<file path="src/rtl/uart_fifo_ctrl.sv">
// UART TX/RX FIFO controller: pointers, occupancy, flags, sticky overrun and
// 16550-style trigger level around a distributed dual-port RAM with async read.

module uart_raminfr #(
    parameter int ADDR_WIDTH = 4,
    parameter int DATA_WIDTH = 8
) (
    input  logic                  clk,
    input  logic                  we,
    input  logic [ADDR_WIDTH-1:0] a,
    input  logic [ADDR_WIDTH-1:0] dpra,
    input  logic [DATA_WIDTH-1:0] di,
    output logic [DATA_WIDTH-1:0] dpo
);
    logic [DATA_WIDTH-1:0] r_mem [2**ADDR_WIDTH];

    always_ff @(posedge clk) begin
        if (we) begin
            r_mem[a] <= di;
        end
    end

    // Async read gives show-ahead behaviour on the head word.
    assign dpo = r_mem[dpra];
endmodule

module uart_fifo_ctrl #(
    parameter int DATA_WIDTH = 8,
    parameter int ADDR_WIDTH = 4,
    parameter int DEPTH      = 16
) (
    input  logic                  clk,
    input  logic                  nreset,
    input  logic                  clear,
    input  logic                  push,
    input  logic [DATA_WIDTH-1:0] din,
    input  logic                  pop,
    output logic [DATA_WIDTH-1:0] dout,
    output logic [ADDR_WIDTH:0]   count,
    output logic                  empty,
    output logic                  full,
    output logic                  overrun,
    input  logic                  overrun_clr,
    input  logic [1:0]            trig_sel,
    output logic                  trig
);
    localparam logic [ADDR_WIDTH-1:0] PTR_ONE  = ADDR_WIDTH'(1);
    localparam logic [ADDR_WIDTH:0]   CNT_ONE  = (ADDR_WIDTH+1)'(1);
    localparam logic [ADDR_WIDTH:0]   CNT_FULL = (ADDR_WIDTH+1)'(DEPTH);
    localparam logic [ADDR_WIDTH:0]   LVL_0    = (ADDR_WIDTH+1)'(1);
    localparam logic [ADDR_WIDTH:0]   LVL_1    = (ADDR_WIDTH+1)'(4);
    localparam logic [ADDR_WIDTH:0]   LVL_2    = (ADDR_WIDTH+1)'(8);
    localparam logic [ADDR_WIDTH:0]   LVL_3    = (ADDR_WIDTH+1)'(DEPTH-2);

    logic [ADDR_WIDTH-1:0] r_wr_ptr;
    logic [ADDR_WIDTH-1:0] r_rd_ptr;
    logic [ADDR_WIDTH:0]   r_count;
    logic                  r_overrun;

    logic                  w_pop_ok;
    logic                  w_push_ok;
    logic                  w_we;
    logic                  w_drop;
    logic [ADDR_WIDTH:0]   w_level;

    assign empty = (r_count == '0);
    assign full  = (r_count == CNT_FULL);
    assign count = r_count;
    assign overrun = r_overrun;

    assign w_pop_ok  = pop & ~empty;
    assign w_push_ok = push & (~full | w_pop_ok);
    // A flush suppresses the write and any overrun from a push in the same cycle.
    assign w_we      = w_push_ok & ~clear;
    assign w_drop    = push & ~w_push_ok & ~clear;

    always_comb begin
        w_level = LVL_0;
        case (trig_sel)
            2'd0:    w_level = LVL_0;
            2'd1:    w_level = LVL_1;
            2'd2:    w_level = LVL_2;
            default: w_level = LVL_3;
        endcase
    end

    assign trig = (r_count >= w_level);

    always_ff @(posedge clk or posedge nreset) begin
        if (nreset) begin
            r_wr_ptr  <= '0;
            r_rd_ptr  <= '0;
            r_count   <= '0;
            r_overrun <= 1'b0;
        end else begin
            if (clear) begin
                r_wr_ptr <= '0;
                r_rd_ptr <= '0;
                r_count  <= '0;
            end else begin
                if (w_push_ok) r_wr_ptr <= r_wr_ptr + PTR_ONE;
                if (w_pop_ok)  r_rd_ptr <= r_rd_ptr + PTR_ONE;
                if (w_push_ok && !w_pop_ok)      r_count <= r_count + CNT_ONE;
                else if (w_pop_ok && !w_push_ok) r_count <= r_count - CNT_ONE;
            end
            // Set wins over clear when both happen in one cycle.
            if (w_drop)           r_overrun <= 1'b1;
            else if (overrun_clr) r_overrun <= 1'b0;
        end
    end

    uart_raminfr #(
        .ADDR_WIDTH(ADDR_WIDTH),
        .DATA_WIDTH(DATA_WIDTH)
    ) u_ram (
        .clk (clk),
        .we  (w_we),
        .a   (r_wr_ptr),
        .dpra(r_rd_ptr),
        .di  (din),
        .dpo (dout)
    );
endmodule

</file>
<file path="config.mk">
export PLATFORM = sky130hd
export DESIGN_NAME = uart_fifo_ctrl
export DESIGN_NICKNAME = d
export VERILOG_FILES = /design/src/rtl/uart_fifo_ctrl.sv
export SDC_FILE = /design/constraint.sdc
export NUM_CORES = 1
export LEC_CHECK = 0
export BUFFER_PORTS_ARGS = -buffer_cell sky130_fd_sc_hd__buf_2
export CAP_MARGIN = 20
export CORE_MARGIN = 2
export CORE_UTILIZATION = 65
export DETAILED_ROUTE_END_ITERATION = 8
export PLACE_DENSITY = 0.84
export SLEW_MARGIN = 40
export SYNTH_ARGS = -nofsm -noshare
export SYNTH_HDL_FRONTEND = slang
export SYNTH_HIERARCHICAL = 1
export SYNTH_SLANG_ARGS = --single-unit
export TNS_END_PERCENT = 10
</file>
<file path="constraint.sdc">
create_clock -name clk -period 5.9 [get_ports clk]
set_clock_uncertainty 0.2 [all_clocks]
set_input_delay 0.59 -clock clk [delete_from_list [all_inputs] [get_ports clk]]
set_output_delay 0.59 -clock clk [all_outputs]
set_load 0.005 [all_outputs]
</file>
==> results of run 1 <==
==> cells in the mapped netlist (2+ instances only) <==
| cell type | n |
|---|---|
| a211o_1 | 2 |
| a21o_1 | 2 |
| a21oi_1 | 4 |
| a22oi_1 | 16 |
| and2_1 | 2 |
| buf_2 | 4 |
| buf_6 | 3 |
| clkdlybuf4s25_2 | 3 |
| dfrtp_1 | 14 |
| edfxtp_1 | 128 |
| ha_1 | 10 |
| inv_1 | 7 |
| mux2i_1 | 3 |
| mux4_1 | 14 |
| mux4_2 | 18 |
| nand2_1 | 13 |
| nand2b_1 | 4 |
| nand3_1 | 4 |
| nand3b_1 | 2 |
| nand4_1 | 3 |
| nor2_1 | 26 |
| nor2b_1 | 4 |
| nor3_1 | 5 |
| o211ai_1 | 3 |
| o21a_1 | 3 |
| xnor2_1 | 2 |
| xor2_1 | 4 |
==> per-layer routing <==
layer,vias to the layer above,track usage,share of wire
met5,-,0,0
met1,1640,0.317,0.39
met2,132,0.430,0.54
met4,0,0.0685,0.011
li1,1403,-,-
met3,15,0.0717,0.059
==> registers in the layout, summed over array words and instances (netlist names) <==
signal       flops
r_wr_ptr         4
count            5
r_rd_ptr         4
overrun          1
u_ram/r_mem    128
==> path summary, 6_finish.rpt <==
path | from | to | slack [ps]
worst min register to register | overrun | overrun | 310
max in group asynchronous | nreset | r_rd_ptr[0] | 4650
worst min-delay path | overrun_clr | overrun | 160
worst max register to register | count[0] | count[4] | 2840
worst max-delay path | r_rd_ptr[0] | dout[4] | 2540
min in group asynchronous | nreset | overrun | 450
==> kinds of logic (layout without fill, tap and decap cells) <==
group,count (synthesis),after routing,synth area share
simple gates,70,70,0.0601
xor+xnor,6,6,0.00876
mux,36,36,0.136
compound gates,39,39,0.0515
flops,142,142,0.699
fa+ha+maj,11,11,0.0242
buf+inv,19,75,0.0202
==> area by class of cell <==
| class | instances | area share |
|---|---|---|
| clock inverter | 14 | 0.0345 |
| inverter | 7 | 0.00379 |
| clock buffer | 18 | 0.0604 |
| tap | 111 | 0.0201 |
| multi-input combinational | 162 | 0.247 |
| timing repair buffer | 36 | 0.0278 |
| sequential | 142 | 0.606 |
==> power breakdown <==
group / switching, uW / internal [uW]
sequential: 114 / 1130
clock: 394 / 773
combinational: 250 / 319
==> worst reg2reg max path, cell delays in order, from the launching register on <==
cell and delay, ps:
dfrtp_1 490, nor4_4 500, mux2i_1 720, ha_1 370, a211o_1 280, o21a_1 130
o211ai_1 160, a31oi_1 100
==> cells in the final DEF, fill, tap and decap left out, types with 2 or more instances in the layout <==
cell and instances:
xor2_1 4, dfrtp_1 13, nor3_1 3, nand2_1 13
nand4_1 3, mux2i_1 3, nor2b_1 4, o211ai_1 3
nand3b_1 2, buf_2 32, xnor2_1 2, ha_1 10
mux4_2 18, bufinv_16 6, and2_1 2, a211o_1 2
clkbuf_16 16, nor3_2 2, edfxtp_1 128, o21a_1 3
a21oi_1 4, clkinvlp_4 2, nor2_2 8, mux4_1 14
a21o_1 2, buf_4 3, nand3_1 4, a22oi_1 16
inv_6 2, nand2b_1 4, inv_1 7, clkinv_4 2
nor2_1 18
==> through the flow <==
| step | cells | util | power, uW | hold WS [ps] | area, um2 |
|---|---|---|---|---|---|
| final | 490 | 0.760 | 2980 | 163 | 6920 |
| after global routing | 490 | 0.760 | 3100 | 179 | 6920 |
| after CTS | 490 | 0.758 | 3000 | 151 | 6900 |
| after detailed placement | 457 | 0.685 | 1830 | 316 | 6240 |
| after global placement | 457 | 0.683 | 1810 | 276 | 6220 |
| after floorplan | 323 | - | 1680 | 279 | 6000 |
==> timing repair <==
| item | CTS | global route |
|---|---|---|
| endpoints found under the setup margin | 0 | 0 |
| hold buffers | 1 | 0 |
| hold endpoints to repair | 14 | 0 |
| setup buffers | 0 | 0 |
==> qor.csv, run 1 <==
metric;value;unit
area_growth;15.5;%
clockBufferDepth;2;
required;5110;ps
ys_types;47;
drive_gt1_frac;0.277;
nets;393;
cts.sinks;142;
critPathCaptureType;output pin;
max-slew-margin-rel;0.456;
ios;33;
path_buf_inv;1;
core_area;9110;um2
cts-root-buf;clkbuf_8;
fillers;514;
holdPathStages;3;
cp_cell_sequence;mux4_1 > a22oi_1 > nand2_1 > buf_2;
grt_pass1_vias;3165;
rsz0062_at_grt;no;
die_x;100;um
synthTopCellsByArea;edfxtp_1 (64%), mux4_2 (6.8%), mux4_1 (6.1%), dfrtp_1 (5.8%), ha_1 (2.1%);
vdd_drop_max;285;uV
avgSynthCellArea;18.6;um2
fmax;0.297;GHz
yosys.area.top_type;edfxtp_1;
routabilityCongestion;0.843;
synthArstFlopShare;0.0986;
ff_latch_area;4200;um2
initial_core_util;0.658;
ys.warnings.count;6;
synthCells;323;
min_path_type;in2reg;
die_area;10000;um2
wire_per_inst;23.4;um
drc;0;
status;completed;
diodes;0;
multi_input_area;1710;um2
grt_pass1_wl;17600;um
finalHoldViolCount;0;
grt_max_degree;36;
cts.clk_slew.worst_paths;60;ps
via_per_inst;6.51;
rows;35;
antenna_found_initial;0;
fin_tns_setup;0;ps
num_vias;3190;
tightest_slew;812;ps
first_pass_iters;5;
grt_remaining_overflow;0;
detail-route-antenna-nets;0;
cp_slowest_cell;dfrtp_4;
fin_crit_sh;0.570;
maxCapViolations;0;
crit_family;flip-flops;
drt_iter0_drc;315;
preCtsSetupSlack;2850;ps
port_buffers;32;
cts_made_buffers;17;
crit_cells;4;
wl;11500;um
slew_violations;0;
path_class;reg2out;
synth_seq_cells;142;
setup_viol;0;
powerDensity;430;nW/um2
clkLatencyLatePin;510;ps
die_h;100;um
synth-seq-area-share;0.699;
synth_top_area_frac;0.641;
cp-start-kind;flop;
leakage;0.00244;uW
arrival;2570;ps
fin_crit;3360;ps
cp_max_fo;35;
synth_edf_count;128;
cts_tree;yes;
dp_hpwl;6960;um
cts_max_level;4;
synth_fp_nets;350;
cpPeakStageDelay;840;ps
ys.flop_type;edfxtp_1;
cts_resized;0;
timing.final.ws_setup;2540;ps
netlist_area;6000;um2
reg2reg_depth;7;
grt_util_all_layers;0.250;
(Power assumes the default switching activity.)
==> run 2: changes to the inputs <==
--- a/config.mk
+++ b/config.mk
@@ -8,9 +8,9 @@
 export BUFFER_PORTS_ARGS = -buffer_cell sky130_fd_sc_hd__buf_2
 export CAP_MARGIN = 20
 export CORE_MARGIN = 2
-export CORE_UTILIZATION = 65
+export CORE_UTILIZATION = 60
 export DETAILED_ROUTE_END_ITERATION = 8
-export PLACE_DENSITY = 0.84
+export PLACE_DENSITY = 0.79
 export SLEW_MARGIN = 40
 export SYNTH_ARGS = -nofsm -noshare
 export SYNTH_HDL_FRONTEND = slang
==> constraint.sdc (replaced) <==
create_clock -name clk -period 3.4 [get_ports clk]
set_clock_uncertainty 0.2 [all_clocks]
set_input_delay 0.34 -clock clk [delete_from_list [all_inputs] [get_ports clk]]
set_output_delay 0.34 -clock clk [all_outputs]
set_load 0.005 [all_outputs]
==> qor.csv, run 2 (same netlist as run 1, synthesis figures left out) <==
metric;value;unit;change
port_buffers;32;;unchanged
power_frac_comb;0.217;;was 0.191
fillers;566;;was 514
initial_core_util;0.616;;was 0.658
vdd_drop_max;521;uV;was 285 uV
nets;416;;was 393
first_pass_iters;4;;was 5
fin_crit_sh;0.895;;
maxCapViolations;0;;unchanged
clockBufferDepth;2;;unchanged
rows;36;;was 35
critPathCaptureType;flop;;was output pin
dpl_cell_area;6380;um2;was 6240 um2
via_per_inst;6.08;;was 6.51
clkLatencyLatePin;510;ps;about the same
switching_share;0.252;;was 0.255
grt_pass1_wl;18600;um;was 17600 um
largest-register;u_ram/r_mem;;unchanged
drc;0;;unchanged
fin_tns_setup;0;ps;unchanged
min_path_type;in2reg;;unchanged
most-common-layout-cells;edfxtp_1 (128), buf_2 (32), nor2_1 (26);;was edfxtp_1 (128), buf_2 (32), nor2_1 (18), mux4_2 (18)
path_class;reg2reg;;was reg2out
multi_input_area;1680;um2;was 1710 um2
p_int;3880;uW;was 2220 uW
drive_gt1_frac;0.269;;was 0.277
power_switching;1300;uW;was 758 uW
fin_crit;3040;ps;
finalPower;5180;uW;was 2980 uW
cp-start-kind;flop;;unchanged
place_inst;495;;was 457
ios;33;;unchanged
wl;11700;um;was 11500 um
cts_made_buffers;17;;unchanged
cts-root-buf;clkbuf_8;;unchanged
cts_resized;0;;unchanged
antenna_found_initial;0;;unchanged
core_area;9730;um2;was 9110 um2
cts.sinks;142;;unchanged
area_growth;18.5;%;was 15.5%
die_area;10800;um2;was 10000 um2
required;3580;ps;was 5110 ps
cts_max_level;4;;unchanged
slew_violations;0;;unchanged
dp_hpwl;7100;um;was 6960 um
seqPwrFrac;0.398;;was 0.417
detail-route-antenna-nets;0;;unchanged
cts_tree;yes;;unchanged
powerDensity;729;nW/um2;was 430 nW/um2
arrival;3230;ps;was 2570 ps
num_vias;3247;;was 3190
largest_register_ffs;128;;unchanged
finalHoldViolCount;0;;unchanged
die_h;104;um;was 100 um
finalInstanceArea;7100;um2;was 6920 um2
tightest_slew;721;ps;was 812 ps
routabilityCongestion;0.856;;was 0.843
setup_viol;0;;unchanged
power_frac_clock;0.385;;was 0.392
final_cells;534;;was 490
ff_latch_area;4200;um2;about the same
leakage;0.00255;uW;was 0.00244 uW
diodes;0;;unchanged
layout_commonest_cell;edfxtp_1;;unchanged
cp_max_fo;9;;was 35
grt_max_degree;28;;was 36
wire_per_inst;21.9;um;was 23.4 um
drt_iter0_drc;261;;was 315
die_x;104;um;was 100 um
worst_hold_slack;21.1;ps;was 163 ps
status;completed;;unchanged
fmax;0.329;GHz;
max-slew-margin-rel;0.505;;was 0.456
grt_util_all_layers;0.233;;was 0.250
grt_remaining_overflow;0;;unchanged
grt_pass1_vias;3330;;was 3165
cts.clk_slew.worst_paths;60;ps;about the same
rsz0062_at_grt;no;;unchanged
[run 2: cell types whose count changed in the layout (fill, tap and decap cells not counted), sizes merged]
| cell | change |
|---|---|
| buf | +16 |
| dlygate4sd3 | +7 |
| inv | -2 |
| clkbuf | +1 |
| clkinv | +1 |
| clkinvlp | -1 |
[run 2: final timing paths]
check                      startpoint            endpoint  slack, ps  cells after the start
max                          count[0]            count[4]        360                      7
min                            din[4]  u_ram/r_mem[15][4]         20                      1
max reg2reg                  count[0]            count[4]        360                      7
min reg2reg                   overrun             overrun        300                      1
max in group asynchronous      nreset         r_rd_ptr[0]       2320                      3
min in group asynchronous      nreset            count[2]        260                      3
[run 2: power by group through the flow]
| stage | Sequential [uW] | Clock [uW] | Combinational, uW |
|---|---|---|---|
| global placement | 2090 | 0 | 1080 |
| finish | 2060 | 1990 | 1120 |
| CTS | 2060 | 2020 | 1130 |
| detailed placement | 2100 | 0 | 1110 |
| global route | 2080 | 2090 | 1240 |
| floorplan | 2060 | 0 | 864 |
[run 2: repair_timing]
item	4_1_cts	5_1_grt
endpoints found under the hold margin	58	0
setup buffers	0	0
endpoints found under the setup margin	0	0
hold buffers	8	0
[run 2: worst max-delay path, cell delays in order (launching register included)]
cell and delay [ps]:
dfrtp_1 490, nor4_4 490, mux2i_1 680, ha_1 370, a211o_1 290, o21a_1 140
o211ai_1 160, a31oi_1 90
[run 2: through the flow]
step / setup slack (ps) / utilization
final: 357 / 0.730
after global placement: 516 / 0.656
after CTS: 336 / 0.730
after global routing: 151 / 0.730
after floorplan: 589 / -
after detailed placement: 378 / 0.656
[run 2: final cells by class]
cell class              count  area share
multi-input cells         162       0.237
clock buffers              19      0.0594
well taps                 133      0.0234
clock inverters            12      0.0306
flip-flops and latches    142       0.591
inverters                   7     0.00370
repair buffers             59      0.0557
[run 2: layer usage]
layer | GRT usage | vias to the layer above | routed length [um]
li1 | - | 1447 | -
met1 | 0.318 | 1679 | 4940
met2 | 0.378 | 112 | 6020
met3 | 0.0520 | 9 | 647
met4 | 0.0801 | 0 | 114
met5 | 0 | - | 0
==> run 3: changes to the inputs <==
--- a/config.mk
+++ b/config.mk
@@ -10,7 +10,7 @@
 export CORE_MARGIN = 2
 export CORE_UTILIZATION = 60
 export DETAILED_ROUTE_END_ITERATION = 8
-export PLACE_DENSITY = 0.79
+export PLACE_DENSITY = 0.84
 export SLEW_MARGIN = 40
 export SYNTH_ARGS = -nofsm -noshare
 export SYNTH_HDL_FRONTEND = slang
==> qor.csv, run 3 (same netlist as run 1, synthesis figures left out) <==
metric;value;unit;change
cp_slowest_cell;mux2i_1;;unchanged
min_path_type;in2reg;;unchanged
worst_hold_slack;17.2;ps;was 21.1 ps
critPathCaptureType;flop;;unchanged
path_buf_inv;0;;unchanged
wl;12600;um;was 11700 um
cts_resized;0;;unchanged
grt_remaining_overflow;0;;unchanged
antenna_found_initial;0;;unchanged
via_per_inst;6.17;;was 6.08
cts_max_level;4;;unchanged
grt_pass1_wl;19900;um;was 18600 um
cts_tree;yes;;unchanged
powerDensity;714;nW/um2;was 729 nW/um2
cp_max_fo;9;;unchanged
maxCapViolations;0;;unchanged
layout_commonest_cell;edfxtp_1;;unchanged
detail-route-antenna-nets;0;;unchanged
slew_violations;0;;unchanged
drc;0;;unchanged
rows;36;;unchanged
grt_max_degree;18;;was 28
cpPeakStageDelay;670;ps;was 680 ps
cts_made_buffers;17;;unchanged
setup_viol;0;;unchanged
fin_crit;3090;ps;was 3040 ps
most-common-layout-cells;edfxtp_1 (128), buf_2 (32), nor2_1 (26);;unchanged
status;completed;;unchanged
vdd_drop_max;528;uV;was 521 uV
cts.sinks;142;;unchanged
first_pass_iters;5;;was 4
cts-root-buf;clkbuf_8;;unchanged
wire_per_inst;23.7;um;was 21.9 um
arrival;3280;ps;was 3230 ps
num_vias;3290;;was 3247
area_growth;17.0;%;was 18.5%
diodes;0;;unchanged
die_area;10800;um2;unchanged
dp_hpwl;7940;um;was 7100 um
rsz0062_at_grt;no;;unchanged
drive_gt1_frac;0.278;;was 0.269
fmax;0.323;GHz;was 0.329 GHz
crit_family;compound AO/OA/AOI/OAI gates;;was multiplexers
path_class;reg2reg;;unchanged
largest-register;u_ram/r_mem;;unchanged
ios;33;;unchanged
largest_register_ffs;128;;unchanged
drt_iter0_drc;240;;was 261
die_h;104;um;unchanged
grt_pass1_vias;3455;;was 3330
required;3590;ps;was 3580 ps
nets;415;;was 416
fin_tns_setup;0;ps;unchanged
cp_cell_sequence;nor4_4 > mux2i_1 > ha_1 > a211o_1 > o21a_1 > o211ai_1 > a31oi_1;;unchanged
clockBufferDepth;2;;unchanged
initial_core_util;0.616;;unchanged
core_area;9730;um2;unchanged
finalHoldViolCount;0;;unchanged
max-slew-margin-rel;0.515;;was 0.505
leakage;0.00251;uW;was 0.00255 uW
routabilityCongestion;0.834;;was 0.856
port_buffers;32;;unchanged
die_x;104;um;unchanged
grt_util_all_layers;0.253;;was 0.233
cts.clk_slew.worst_paths;60;ps;about the same
clkLatencyLatePin;510;ps;about the same
tightest_slew;708;ps;was 721 ps
fin_crit_sh;0.910;;was 0.895
cp-start-kind;flop;;unchanged
run 3: cell types whose count changed in the layout (fill, tap and decap cells not counted), sizes merged:
cell	previous run	this run
buf	51	54
bufinv	6	3
clkbuf	19	20
clkinv	5	6
dlygate4sd3	8	4
inv	7	8
run 3: cell type report:
cell class | count | area (um2)
clock buffer | 20 | 425
multi-input combinational | 162 | 1680
inverter | 7 | 26.3
timing repair buffer | 58 | 378
fill | 586 | 2710
sequential | 142 | 4200
tap | 133 | 166
clock inverter | 11 | 143
run 3: final timing paths:
path	from	endpoint	cells after the start	slack [ps]
max in group asynchronous	nreset	r_rd_ptr[0]	3	2350
min in group asynchronous	nreset	count[0]	3	240
worst max register to register	count[0]	count[4]	7	310
worst max-delay path	count[0]	count[4]	7	310
worst min register to register	overrun	overrun	1	300
worst min-delay path	din[3]	u_ram/r_mem[11][3]	1	20
run 3: timing repair:
| action | in CTS | in global routing |
|---|---|---|
| buffers inserted | 0 | 0 |
| hold buffers | 4 | 0 |
| hold endpoints to repair | 23 | 0 |
run 3: metrics by stage:
stage / std cells / instance area, um2 / power [uW] / worst slack [ps] / utilization
CTS: 533 / 7020 / 5040 / 273 / 0.721
global placement: 498 / 6410 / 3190 / 487 / 0.659
floorplan: 323 / 6000 / 2920 / 589 / -
detailed placement: 498 / 6410 / 3250 / 368 / 0.659
finish: 533 / 7020 / 5010 / 307 / 0.721
global route: 533 / 7020 / 5220 / 119 / 0.721
run 3: layer usage:
layer / share of wire / global-route usage
met1: 0.38 / 0.309
met2: 0.54 / 0.450
met3: 0.050 / 0.0470
met4: 0.030 / 0.100
met5: 0 / 0
run 3: report_power, final:
part,internal (uW),leakage [uW],switching (uW)
Combinational,598,0.000897,546
Clock,1110,0.000277,662
Sequential,1960,0.00134,138
run 3: worst register-to-register path, delay by kind of cell (launching register included):
kind,cells,cell delay (ps)
adder cells (fa/ha/maj),1,360
AO/OA/AOI/OAI,4,730
AND/OR/NAND/NOR,1,520
flip-flops,1,480
multiplexers,1,670
